### src/rtl/vx_issue_sched_pkg.sv
// Shared definitions for the issue-slot warp scheduler: index-width helper
// and the naming of the per-warp {rd,rs1,rs2,rs3} register tuple slots.
package vx_issue_sched_pkg;

  function automatic int log2_width(input int n);
    return (n > 1) ? $clog2(n) : 1;
  endfunction

  // Slot positions inside a packed [3:0][NR_W-1:0] register tuple; rd sits in the MSBs.
  typedef enum logic [1:0] {
    FLD_RS3 = 2'd0,
    FLD_RS2 = 2'd1,
    FLD_RS1 = 2'd2,
    FLD_RD  = 2'd3
  } reg_fld_e;

  localparam int NUM_FLDS = 4;

endpackage

### src/rtl/vx_issue_sched_rr_arbiter.sv
// Round-robin arbiter: first asserted request scanning upward from rr_ptr,
// wrapping modulo NUM_REQS. Purely combinational, no lock.
module vx_issue_sched_rr_arbiter
  import vx_issue_sched_pkg::*;
#(
  parameter  int NUM_REQS = 4,
  localparam int IDX_W    = log2_width(NUM_REQS)
) (
  input  logic [NUM_REQS-1:0] req,
  input  logic [IDX_W-1:0]    rr_ptr,
  output logic [NUM_REQS-1:0] grant_oh,
  output logic [IDX_W-1:0]    grant_idx,
  output logic                grant_valid
);

  logic [IDX_W-1:0] idx;

  // NUM_REQS is a power of two, so the IDX_W-bit add wraps naturally.
  always_comb begin
    grant_oh    = '0;
    grant_idx   = '0;
    grant_valid = 1'b0;
    idx         = '0;
    for (int i = 0; i < NUM_REQS; i++) begin
      idx = rr_ptr + IDX_W'(i);
      if (!grant_valid && req[idx]) begin
        grant_valid = 1'b1;
        grant_idx   = idx;
      end
    end
    grant_oh[grant_idx] = grant_valid;
  end

endmodule

### src/rtl/vx_issue_sched.sv
// Per-issue-slot warp scheduler: hazard-checked round-robin selection,
// per-warp in-use register bitmaps, and a one-entry registered output stage.
module vx_issue_sched
  import vx_issue_sched_pkg::*;
#(
  parameter  int NUM_WARPS = 4,
  parameter  int NUM_REGS  = 64,
  parameter  int DATAW     = 128,
  parameter  int STALL_SAT = 16,
  localparam int WID_W     = log2_width(NUM_WARPS),
  localparam int NR_W      = log2_width(NUM_REGS)
) (
  input  logic                              clk,
  input  logic                              reset_n,
  input  logic [NUM_WARPS-1:0]              in_valid,
  output logic [NUM_WARPS-1:0]              in_ready,
  input  logic [NUM_WARPS*DATAW-1:0]        in_data,
  input  logic [NUM_WARPS*NUM_FLDS*NR_W-1:0] in_regs,
  input  logic [NUM_WARPS-1:0]              in_wb,
  input  logic                              wb_valid,
  input  logic                              wb_eop,
  input  logic [WID_W-1:0]                  wb_wid,
  input  logic [NR_W-1:0]                   wb_rd,
  output logic                              out_valid,
  input  logic                              out_ready,
  output logic [DATAW-1:0]                  out_data,
  output logic [WID_W-1:0]                  out_wid,
  output logic [STALL_SAT-1:0]              stall_cycles
);

  // Handshake: a transfer happens on a cycle where valid && ready are both high.
  // in_ready is combinational and one-hot (or zero) on the granted warp;
  // out_valid stays high until out_ready is seen, and a new grant may load the
  // output stage on the very cycle the current entry is accepted.

  typedef logic [NUM_FLDS-1:0][NR_W-1:0] reg_tuple_t;

  logic [NUM_WARPS-1:0][NUM_REGS-1:0] inuse, inuse_eff, inuse_n;
  logic [NUM_WARPS-1:0] elig, req, grant_oh;
  logic [WID_W-1:0]     rr_ptr, grant_idx;
  logic                 grant_valid, out_free, stall_inc;
  reg_tuple_t           tup, grant_tup;

  // Eop writeback clears are bypassed into this cycle's hazard check.
  always_comb begin
    inuse_eff = inuse;
    if (wb_valid && wb_eop) inuse_eff[wb_wid][wb_rd] = 1'b0;
  end

  always_comb begin
    elig = '0;
    tup  = '0;
    for (int w = 0; w < NUM_WARPS; w++) begin
      tup     = in_regs[w*NUM_FLDS*NR_W +: NUM_FLDS*NR_W];
      elig[w] = in_valid[w];
      for (int f = 0; f < NUM_FLDS; f++) begin
        if (inuse_eff[w][tup[f]]) elig[w] = 1'b0;
      end
    end
  end

  assign out_free = !out_valid || out_ready;
  assign req      = (reset_n && out_free) ? elig : '0;

  vx_issue_sched_rr_arbiter #(
    .NUM_REQS (NUM_WARPS)
  ) u_arb (
    .req         (req),
    .rr_ptr      (rr_ptr),
    .grant_oh    (grant_oh),
    .grant_idx   (grant_idx),
    .grant_valid (grant_valid)
  );

  assign in_ready  = grant_oh;
  assign grant_tup = in_regs[grant_idx*NUM_FLDS*NR_W +: NUM_FLDS*NR_W];

  // Set is applied after the clear, so a same-bit collision ends up set.
  always_comb begin
    inuse_n = inuse_eff;
    if (grant_valid && in_wb[grant_idx]) inuse_n[grant_idx][grant_tup[FLD_RD]] = 1'b1;
  end

  assign stall_inc = (|in_valid) && out_free && !grant_valid && !(&stall_cycles);

  always_ff @(posedge clk or negedge reset_n) begin
    if (!reset_n) begin
      inuse        <= '0;
      rr_ptr       <= '0;
      out_valid    <= 1'b0;
      out_data     <= '0;
      out_wid      <= '0;
      stall_cycles <= '0;
    end else begin
      inuse <= inuse_n;
      if (grant_valid) begin
        out_valid <= 1'b1;
        out_data  <= in_data[grant_idx*DATAW +: DATAW];
        out_wid   <= grant_idx;
        rr_ptr    <= grant_idx + 1'b1;
      end else if (out_ready) begin
        out_valid <= 1'b0;
      end
      if (stall_inc) stall_cycles <= stall_cycles + 1'b1;
    end
  end

  // A final writeback to a register that was never marked busy is a protocol slip upstream.
  wb_unmarked_a: assert property (@(posedge clk) disable iff (!reset_n)
    (wb_valid && wb_eop) |-> inuse[wb_wid][wb_rd])
    else $error("eop writeback to a register that is not in use");

endmodule

### config.mk
export PLATFORM = sky130hd
export DESIGN_NAME = vx_issue_sched
export DESIGN_NICKNAME = d
export VERILOG_FILES = /design/src/rtl/vx_issue_sched_pkg.sv /design/src/rtl/vx_issue_sched_rr_arbiter.sv /design/src/rtl/vx_issue_sched.sv
export SDC_FILE = /design/constraint.sdc
export NUM_CORES = 1
export LEC_CHECK = 0
export BUFFER_PORTS_ARGS = -buffer_cell sky130_fd_sc_hd__buf_2
export CORE_AREA = 10 10 297 299
export DETAILED_ROUTE_END_ITERATION = 8
export DIE_AREA = 0 0 307 309
export PLACE_DENSITY_LB_ADDON = 0.15
export SLEW_MARGIN = 15
export SYNTH_ARGS = -nofsm -noshare
export SYNTH_HDL_FRONTEND = slang
export SYNTH_SLANG_ARGS = --single-unit
### constraint.sdc
create_clock -name clk -period 8.8 [get_ports clk]
set_input_delay 1.76 -clock clk [delete_from_list [all_inputs] [get_ports clk]]
set_output_delay 1.76 -clock clk [all_outputs]
set_load 0.005 [all_outputs]
# Word-level counts from Yosys, hierarchy flattened
# Index checks and enable logic that the tools add are counted.
# word_totals
ff_bits	405
in_bits	629
word_cells	153
out_inout_bits	151
# op_classes
shifts	2
n_lt_le_gt_ge	28
bitwise_logic	4
multipliers	1
addsub	5
n_mux	81
n_reduce_logical	23
# ops
operator	n
$mux 256	2
$shiftx 512x10->128	1
$and 256x256->256	1
$demux 64 s2	2
$not 256->256	1
$or 256x256->256	1
$mux 64	2
$lt 6x7->1 const B	18
$bmux 1 s6	16
$shiftx 96x8->24	1
$mux 1	46
$lt 2x3->1 const B	6
$add 16x1->16 const B	1
$reduce_and 16->1	1
$logic_and 1x1->1	13
$demux 1 s6	2
$ge 6x1->1 const B	2
$bmux 1 s2	5
$mux 2	4
$logic_not 1->1	6
$add 2x1->2 const B	2
$add 2x2->2 const B	2
$and 4x4->4	1
$ge 2x1->1 const B	2
other kinds (6)	6

# Depth between registers and ports, before layout
# Gate-level depths: netlist (run 1).
# depth
word_depth	38
ltp_mapped	28

# By module
# From an unflattened synthesis (run 1), not the netlist that was laid out.
# hier_totals
cells_unflattened	2755
area_unflattened_um2	29829.9
# by_module_without_submodules
mod	cells_each	area_each_um2	n_inst
vx_issue_sched	2722	29618.4	1
vx_issue_sched_rr_arbiter	33	211.5	1

# Worst setup path before layout (run 1)
# Ideal clock, no wire load.
# synth_path
path_kind	input -> output
start	input port wb_rd[4]
end	output port in_ready[0]
n_path_buf	12
cell_stages	25
path_slack_ns	0.607
required_time_ns	7.040
t_arrival_ns	6.433
path_cell_list	nand2b_1 buf_2 buf_2 buf_2 buf_2 buf_2 buf_2 o31a_1 or3_1 o2111ai_1 nor2_1 o311ai_1 o2111a_1 or4b_1 clkbuf_1 o41ai_2 and3_1 buf_6 buf_6 clkbuf_1 buf_2 inv_1 ha_1 nor2b_1 clkbuf_1
# synth_between
elab_chain_len	33
# synth_rtl
element	line	rtl
from (decl)	vx_issue_sched.sv:23	input logic [NR_W-1:0] wb_rd,
$lt 6x7->1 (implied by the code) or $ge 6x1->1 (tied branches)	vx_issue_sched.sv:47	if (wb_valid && wb_eop) inuse_eff[wb_wid][wb_rd] = 1'b0;
$logic_and 1x1->1 (implied by the code)	vx_issue_sched.sv:47	
$mux 1 (implied by the code)	vx_issue_sched.sv:47	
$demux 1 s6 (*)	vx_issue_sched.sv:47	
$mux 64 (implied by the code) (*)	vx_issue_sched.sv:47	
$demux 64 s2 (*)	vx_issue_sched.sv:47	
$not 256->256 (no source line) (*)	n/a	
$and 256x256->256 (no source line) (*)	n/a	
(+18 left out)	n/a	
$logic_and 1x1->1	vx_issue_sched_rr_arbiter.sv:26	if (!grant_valid && req[idx]) begin
$mux 2 (*)	vx_issue_sched_rr_arbiter.sv:26	
named net grant_idx[0]	vx_issue_sched.sv:40	logic [WID_W-1:0] rr_ptr, grant_idx;
$lt 2x3->1 (implied by the code) or $ge 2x1->1 (tied branches)	vx_issue_sched_rr_arbiter.sv:31	grant_oh[grant_idx] = grant_valid;
$logic_and 1x1->1 (implied by the code)	vx_issue_sched_rr_arbiter.sv:31	
$mux 1 (implied by the code)	vx_issue_sched_rr_arbiter.sv:31	
$demux 1 s2 (*)	n/a	
$and 4x4->4 (no source line) (*)	n/a	
to (decl)	vx_issue_sched.sv:16	output logic [NUM_WARPS-1:0] in_ready,
# Mark *: on every way through the listed nets, which the timed path passes. The rest lies on a longest branch. The select of a mux whose other input is x is not followed.

# Worst setup path in the final report (run 1)
# layout_path
start	input port wb_rd[0]
end	output port in_ready[2]
# layout_between
elab_chain_len	33
# layout_rtl
element	line
$lt 6x7->1 (implied by the code) or $ge 6x1->1 (tied branches)	vx_issue_sched.sv:47
$logic_and 1x1->1 (implied by the code)	vx_issue_sched.sv:47
$mux 1 (implied by the code)	vx_issue_sched.sv:47
$demux 1 s6 (*)	vx_issue_sched.sv:47
$mux 64 (implied by the code) (*)	vx_issue_sched.sv:47
$demux 64 s2 (*)	vx_issue_sched.sv:47
$not 256->256 (no source line) (*)	n/a
$and 256x256->256 (no source line) (*)	n/a
(+17 left out)	n/a
$logic_not 1->1	vx_issue_sched_rr_arbiter.sv:26
$logic_and 1x1->1	vx_issue_sched_rr_arbiter.sv:26
$mux 2	vx_issue_sched_rr_arbiter.sv:26
$lt 2x3->1 (implied by the code) or $ge 2x1->1 (tied branches)	vx_issue_sched_rr_arbiter.sv:31
$logic_and 1x1->1 (implied by the code)	vx_issue_sched_rr_arbiter.sv:31
$mux 1 (implied by the code)	vx_issue_sched_rr_arbiter.sv:31
$demux 1 s2	n/a
$and 4x4->4 (no source line) (*)	n/a
# Mark *: on every way between the ends. The rest lies on a longest branch, timed or not. The select of a mux whose other input is x is not followed.

==> metrics.csv, run 1 <==
stage,metric,value,unit
outcome,status,"complete, no violations",
timing,final setup TNS,0,ns
yosys,Mean Syn Cell Area,9.76,µm²
floorplanning,Die Y,309,µm
timing,slew of the pin with the lowest slew margin,1.33,ns
global_routing,total global routing track utilization,40.5,%
detailed_routing,via count,35000,
detailed_routing,DRC errors left,0,
floorplanning,io pins,780,
cells_and_area,Reg area,0.0101,mm²
yosys,"FFs w/ async S/R, synth",100,%
timing,"Slew Viols, Final",0,
placement,gpl congestion,1.03,
clock_tree,H-tree depth,2,
clock_tree,CTS tree,built,
cells_and_area,design area,0.0402,mm²
setup_path,crit path capture type,output port,
cells_and_area,Area Overhead vs Synth,24.5,%
job,max-cap violations,0,
floorplanning,row cnt,105,
clock_tree,worst-skew pair later-pin latency,0.64,ns
yosys,number of flops mapped to enable cells by yosys,0,
setup_path,CP required,7.04,ns
timing,Clock Skew,0.0356,ns
cells_and_area,"commonest non-fill, non-tap cell in the layout",buf_2,
yosys,"Seq/Total Area, Yosys",31.4,%
global_routing,met3 GRT Util,11.9,%
yosys,synthesized instance count,3309,
global_routing,met2 usage,62.3,%
yosys,Cell variety after synth,92,
clock_tree,clk slew on worst S/H paths,0.06,ns
yosys,largest area contributor in the netlist,dfrtp_1,
yosys,largest cells by area after synthesis,"dfrtp_1, mux2i_1, mux4_2",
pwr,Leakage,16.7,nW
floorplanning,Starting Density,39.4,%
cells_and_area,Multi-input gate area,0.0204,mm²
detailed_routing,DRC marker count from the first detailed-route iteration,4357,
timing,period utilisation layout,97.9,%
timing,RSZ-0062 raised after global routing,false,
clock_tree,Root Buffer,clkbuf_16,
yosys,Synth Cell Area,0.0323,mm²
yosys,synth warn,0,
clock_tree,Post-CTS Hold Buffers,0,
timing,hold_ws,0.472,ns
global_routing,initial antenna violation count,81,
global_routing,pin count of the biggest net entering global routing,239,
clock_tree,Sink Count,405,
floorplanning,core area,0.0818,mm²
placement,I/O Buffers,779,
setup_path,startpoint types,primary input,
floorplanning,Die ar.,0.0949,mm²
detailed_routing,routed len/inst,38.7,µm
timing,Final Setup Violations,0,
clock_tree,Clock Path Buffers,3,
pwr,Power per Cell Area,197,mW/mm²
placement,post-place instance area,0.0384,mm²
pwr,"IR drop worst, VDD",0.132,mV
placement,post-detail-place hpwl,157000,µm
global_routing,first-pass GRT wire length,275000,µm
timing,Fmax,116,MHz
setup_path,CP max FO,16,
detailed_routing,DRT antenna net count,0,
global_routing,gr busiest metal,met2,
detailed_routing,final wirelength,201000,µm
worst_hold_path,HP Start,out_data[15],
clock_tree,number of gates resized after cts,0,
cells_and_area,final net count,4693,
timing,min cycle time layout,8.62,ns
clock_tree,CTS buffer count,50,
global_routing,met1 usage,52.0,%
setup_path,Crit Path Class,primary input to output port,
cells_and_area,# fillers,8034,
global_routing,Overflow after GRT,0,
setup_path,Setup crit start,wb_rd[0],
cells_and_area,share of layout cells above drive strength 1,37.1,%
detailed_routing,1st-pass router iterations,6,
setup_path,worst r2r src,out_valid,
yosys,syn nets,3943,
worst_hold_path,Worst Hold Class,flip-flop to flip-flop,
clock_tree,# Post-CTS Setup Buffers,0,
timing,Final Hold Viols,0,
global_routing,number of global-route vias before repair,33300,
cells_and_area,most frequent cells in the layout,"buf_2, dfrtp_1, mux2i_1, o31ai_1, nand2_1",
detailed_routing,DR vias/cell,6.74,
floorplanning,Die X,307,µm
yosys,dominant synthesized flop cell,dfrtp_1,
yosys,post-synth top area share,31.4,%
timing,relative max-transition margin,10.8,%
setup_path,Critical Path AT,6.86,ns
yosys,post-synthesis register bit count,405,
worst max-delay path: stages:
cell and delay (ns):
buf_2 0.18, or4b_1 0.90, o31ai_1 0.36, buf_4 0.18
mux4_2 0.24, o22ai_1 0.09, nor3_1 0.19, o2111ai_1 0.12
or4_1 0.52, or4b_1 0.81, or3_1 0.43, and3_4 0.23
inv_1 0.11, ha_1 0.18, nor2b_1 0.36, buf_2 0.20
synth_stat cells (18+ instances only):
cell,number
a21oi_1,35
a31oi_1,18
a41o_1,19
buf_1,31
buf_2,86
clkbuf_1,218
dfrtp_1,405
inv_1,54
mux2_2,147
mux2i_1,328
mux4_2,137
nand2_1,256
nand2b_1,34
nand3_1,63
nand4_1,37
nor2_1,138
nor3_1,51
o2111ai_1,34
o211ai_1,45
o21ai_0,192
o21ai_1,102
o22ai_1,21
o311ai_0,61
o31a_1,57
o31ai_1,300
o41ai_1,24
o41ai_2,29
sequential cells by signal, indices dropped and copies added, names as in the netlist:
signal	count
rr_ptr	2
out_valid	1
out_wid	2
out_data	128
inuse	256
stall_cycles	16
power by group:
part           total, mW  switching, mW  internal [mW]
registers           2.82          0.569           2.25
logic               2.92           1.85           1.06
clock network       2.18          0.931           1.25
total               7.92           3.35           4.56
kinds of logic after synthesis:
logic type | share of synthesized area (%)
xor+xnor | 0.380
mux | 24.9
flops | 31.4
fa+ha+maj | 0.194
simple gates | 11.6
buf+inv | 5.45
compound gates | 26.1
path summary, 6_finish.rpt:
kind | slack [ns] | to | cells past startpoint
min in group asynchronous | 1.00 | stall_cycles[6] | 1
worst max register to register | 2.94 | inuse[57] | 15
worst min register to register | 0.47 | out_data[15] | 2
worst max-delay path | 0.18 | in_ready[2] | 16
max in group asynchronous | 4.93 | out_data[80] | 4
worst min-delay path | 0.47 | out_data[15] | 2
layout make-up:
cell class	count	area share [%]
tap	1070	3.33
timing repair buffer	1049	15.6
inverter	67	0.626
clock inverter	25	0.651
antenna	25	0.156
clock buffer	65	3.51
sequential	405	25.2
multi-input combinational	2486	50.9
stage by stage:
step	utilization (%)	instances	setup slack (ns)	total power, mW
floorplan	-	3309	0.607	3.82
global placement	47.0	5077	0.275	5.63
detailed placement	47.0	5077	0.323	5.64
CTS	49.0	5167	0.298	7.82
global route	49.1	5187	0.0444	8.15
finish	49.1	5192	0.183	7.92
routing by layer:
metal | vias to the layer above | wire length [µm]
met1 | 17200 | 77300
met5 | - | 131
li1 | 14700 | -
met2 | 2507 | 88900
met4 | 20 | 11000
met3 | 511 | 23300
(Power assumes the default switching activity.)
==> run 2, diff against run 1 <==
--- a/config.mk
+++ b/config.mk
@@ -6,9 +6,9 @@
 export NUM_CORES = 1
 export LEC_CHECK = 0
 export BUFFER_PORTS_ARGS = -buffer_cell sky130_fd_sc_hd__buf_2
-export CORE_AREA = 10 10 297 299
+export CORE_AREA = 2 2 307 309
 export DETAILED_ROUTE_END_ITERATION = 8
-export DIE_AREA = 0 0 307 309
+export DIE_AREA = 0 0 309 311
 export PLACE_DENSITY_LB_ADDON = 0.15
 export SLEW_MARGIN = 15
 export SYNTH_ARGS = -nofsm -noshare
==> run 2 against run 1 <==
Against the previous run: worst setup slack got worse by 0.083 ns; global-route usage fell by 0.17 points; core utilization fell by 5.0 points.
==> metrics.csv, run 2 (synthesis gave the netlist of run 1 again) <==
stage,metric,value,unit,change
outcome,status,"complete, no violations",,
clock_tree,Post-CTS Hold Buffers,0,,unchanged
detailed_routing,DRT antenna net count,0,,unchanged
detailed_routing,routed len/inst,36.7,µm,-5.0%
pwr,Total Power,8.10,mW,+2.3%
cells_and_area,share of layout cells above drive strength 1,38.0,%,+0.84 points
timing,"Slew Viols, Final",0,,unchanged
setup_path,Crit Path Class,primary input to output port,,
global_routing,Overflow after GRT,0,,unchanged
detailed_routing,1st-pass router iterations,6,,unchanged
floorplanning,Starting Density,34.8,%,-4.6 points
clock_tree,clk slew on worst S/H paths,0.06,ns,about the same
detailed_routing,via count,35300,,+0.94%
setup_path,CP required,7.04,ns,about the same
floorplanning,Die X,309,µm,+0.65%
detailed_routing,DR vias/cell,6.50,,-3.6%
setup_path,CP max FO,16,,unchanged
cells_and_area,Regs by FF count,"inuse: 256 flops, out_data: 128 flops, stall_cycles: 16 flops",,
timing,Final Setup Violations,0,,unchanged
global_routing,first-pass GRT wire length,274000,µm,-0.46%
cells_and_area,"non-filler cells, final",5434,,+4.7%
floorplanning,io pins,780,,unchanged
global_routing,initial antenna violation count,77,,-4.9%
worst_hold_path,Worst Hold Class,flip-flop to flip-flop,,
timing,relative max-transition margin,21.8,%,+11 points
timing,slew of the pin with the lowest slew margin,1.16,ns,-0.164 ns
detailed_routing,DRC errors left,0,,unchanged
pwr,"IR drop worst, VDD",0.124,mV,-6.3%
detailed_routing,DRC marker count from the first detailed-route iteration,4904,,+13%
global_routing,number of global-route vias before repair,33200,,-0.58%
floorplanning,core area,0.0928,mm²,+13%
timing,Clock Skew,0.0351,ns,-0.000518 ns
detailed_routing,final wirelength,200000,µm,-0.55%
floorplanning,row cnt,112,,+6.7%
cells_and_area,Area Overhead vs Synth,26.9,%,
placement,gpl congestion,1.05,,+2.2%
clock_tree,CTS buffer count,50,,unchanged
job,max-cap violations,0,,unchanged
clock_tree,CTS tree,built,,
clock_tree,Root Buffer,clkbuf_16,,
global_routing,total global routing track utilization,40.3,%,-0.17 points
cells_and_area,Top reg by flops,inuse,,
pwr,Power per Cell Area,198,mW/mm²,+0.36%
timing,min cycle time layout,8.70,ns,+0.0828 ns
timing,final setup TNS,0,ns,unchanged
clock_tree,Clock Path Buffers,3,,unchanged
pwr,Leakage,17.0,nW,+1.8%
placement,post-detail-place hpwl,155000,µm,-1.2%
setup_path,Critical Path AT,6.94,ns,+0.08 ns
placement,I/O Buffers,779,,unchanged
cells_and_area,most frequent cells in the layout,"buf_2, dfrtp_1, mux2i_1, o31ai_1, buf_4",,
cells_and_area,max FFs per register,256,,unchanged
floorplanning,Die ar.,0.0961,mm²,+1.3%
clock_tree,Sink Count,405,,unchanged
timing,period utilisation layout,98.9,%,+0.94 points
timing,RSZ-0062 raised after global routing,false,,
placement,placed cells,5310,,+4.6%
clock_tree,# Post-CTS Setup Buffers,0,,unchanged
cells_and_area,final net count,4742,,+1.0%
cells_and_area,"commonest non-fill, non-tap cell in the layout",buf_2,,
clock_tree,number of gates resized after cts,0,,unchanged
timing,Final Hold Viols,0,,unchanged
floorplanning,Die Y,311,µm,+0.65%
setup_path,startpoint types,primary input,,
clock_tree,H-tree depth,2,,unchanged
clock_tree,worst-skew pair later-pin latency,0.65,ns,about the same
timing,Fmax,115,MHz,-0.95%
cells_and_area,# fillers,9229,,+15%
global_routing,pin count of the biggest net entering global routing,121,,-49%
setup_path,crit path capture type,output port,,
[run 2: cell count changes in the layout (fill, tap and decap cells not counted), sizes merged]
cell / previous run / this run
bufinv: 4 / 11
buf: 1049 / 1098
clkinvlp: 4 / 2
inv: 64 / 62
diode: 25 / 31
[run 2: worst max-delay path: stages]
cell,delay [ns]
buf_2,0.17
or4b_1,0.79
buf_12,0.26
o31ai_1,0.35
mux4_2,0.29
o22ai_1,0.11
nor3_1,0.20
o2111ai_1,0.12
or4_1,0.52
or4b_1,0.82
and2_4,0.30
nor2_4,0.20
buf_4,0.15
ha_1,0.12
nor2b_1,0.53
buf_2,0.23
[run 2: final cells by class]
type / instances / area, µm² / area share (%)
Tap cell: 1254 / 1570 / 3.83
Multi-Input combinational cell: 2486 / 20400 / 49.9
Antenna cell: 31 / 77.6 / 0.189
Timing Repair Buffer: 1098 / 6620 / 16.2
Clock buffer: 65 / 1420 / 3.46
Inverter: 67 / 251 / 0.614
Sequential cell: 405 / 10100 / 24.7
Clock inverter: 28 / 432 / 1.05
[run 2: stage by stage]
stage	worst slack (ns)	hold WS, ns	instance area (µm²)	util, %
final	0.0997	0.472	40900	44.1
after CTS	0.174	0.473	40900	44.1
after global placement	0.212	0.458	39000	42.1
after detailed placement	0.174	0.458	39000	42.1
after global routing	0.0649	0.490	40900	44.1
after floorplan	0.607	0.461	32300	-
[run 2: path summary, 6_finish.rpt]
check	start	end	slack, ns	cells past startpoint
worst min-delay path	out_wid[0]	out_wid[0]	0.47	2
worst max register to register	out_valid	out_data[36]	2.91	16
worst min register to register	out_wid[0]	out_wid[0]	0.47	2
min in group asynchronous	reset_n	inuse[204]	1.03	1
max in group asynchronous	reset_n	out_data[103]	4.84	4
worst max-delay path	wb_rd[0]	in_ready[3]	0.1	16
[run 2: report_power, final]
part / total, mW / switching, mW / internal (mW) / leakage (nW)
Clock: 2.39 / 0.936 / 1.46 / 0.915
Combinational: 3.01 / 1.93 / 1.07 / 10.7
Sequential: 2.70 / 0.446 / 2.25 / 5.41
[run 2: routing by layer]
metal  vias up  track usage [%]  share of wire [%]
li1      14800                -                  -
met1     17600             54.8                 40
met2      2401             59.6                 43
met3       493             11.4                 11
met4        22             17.5                5.1
met5         -                0              0.065
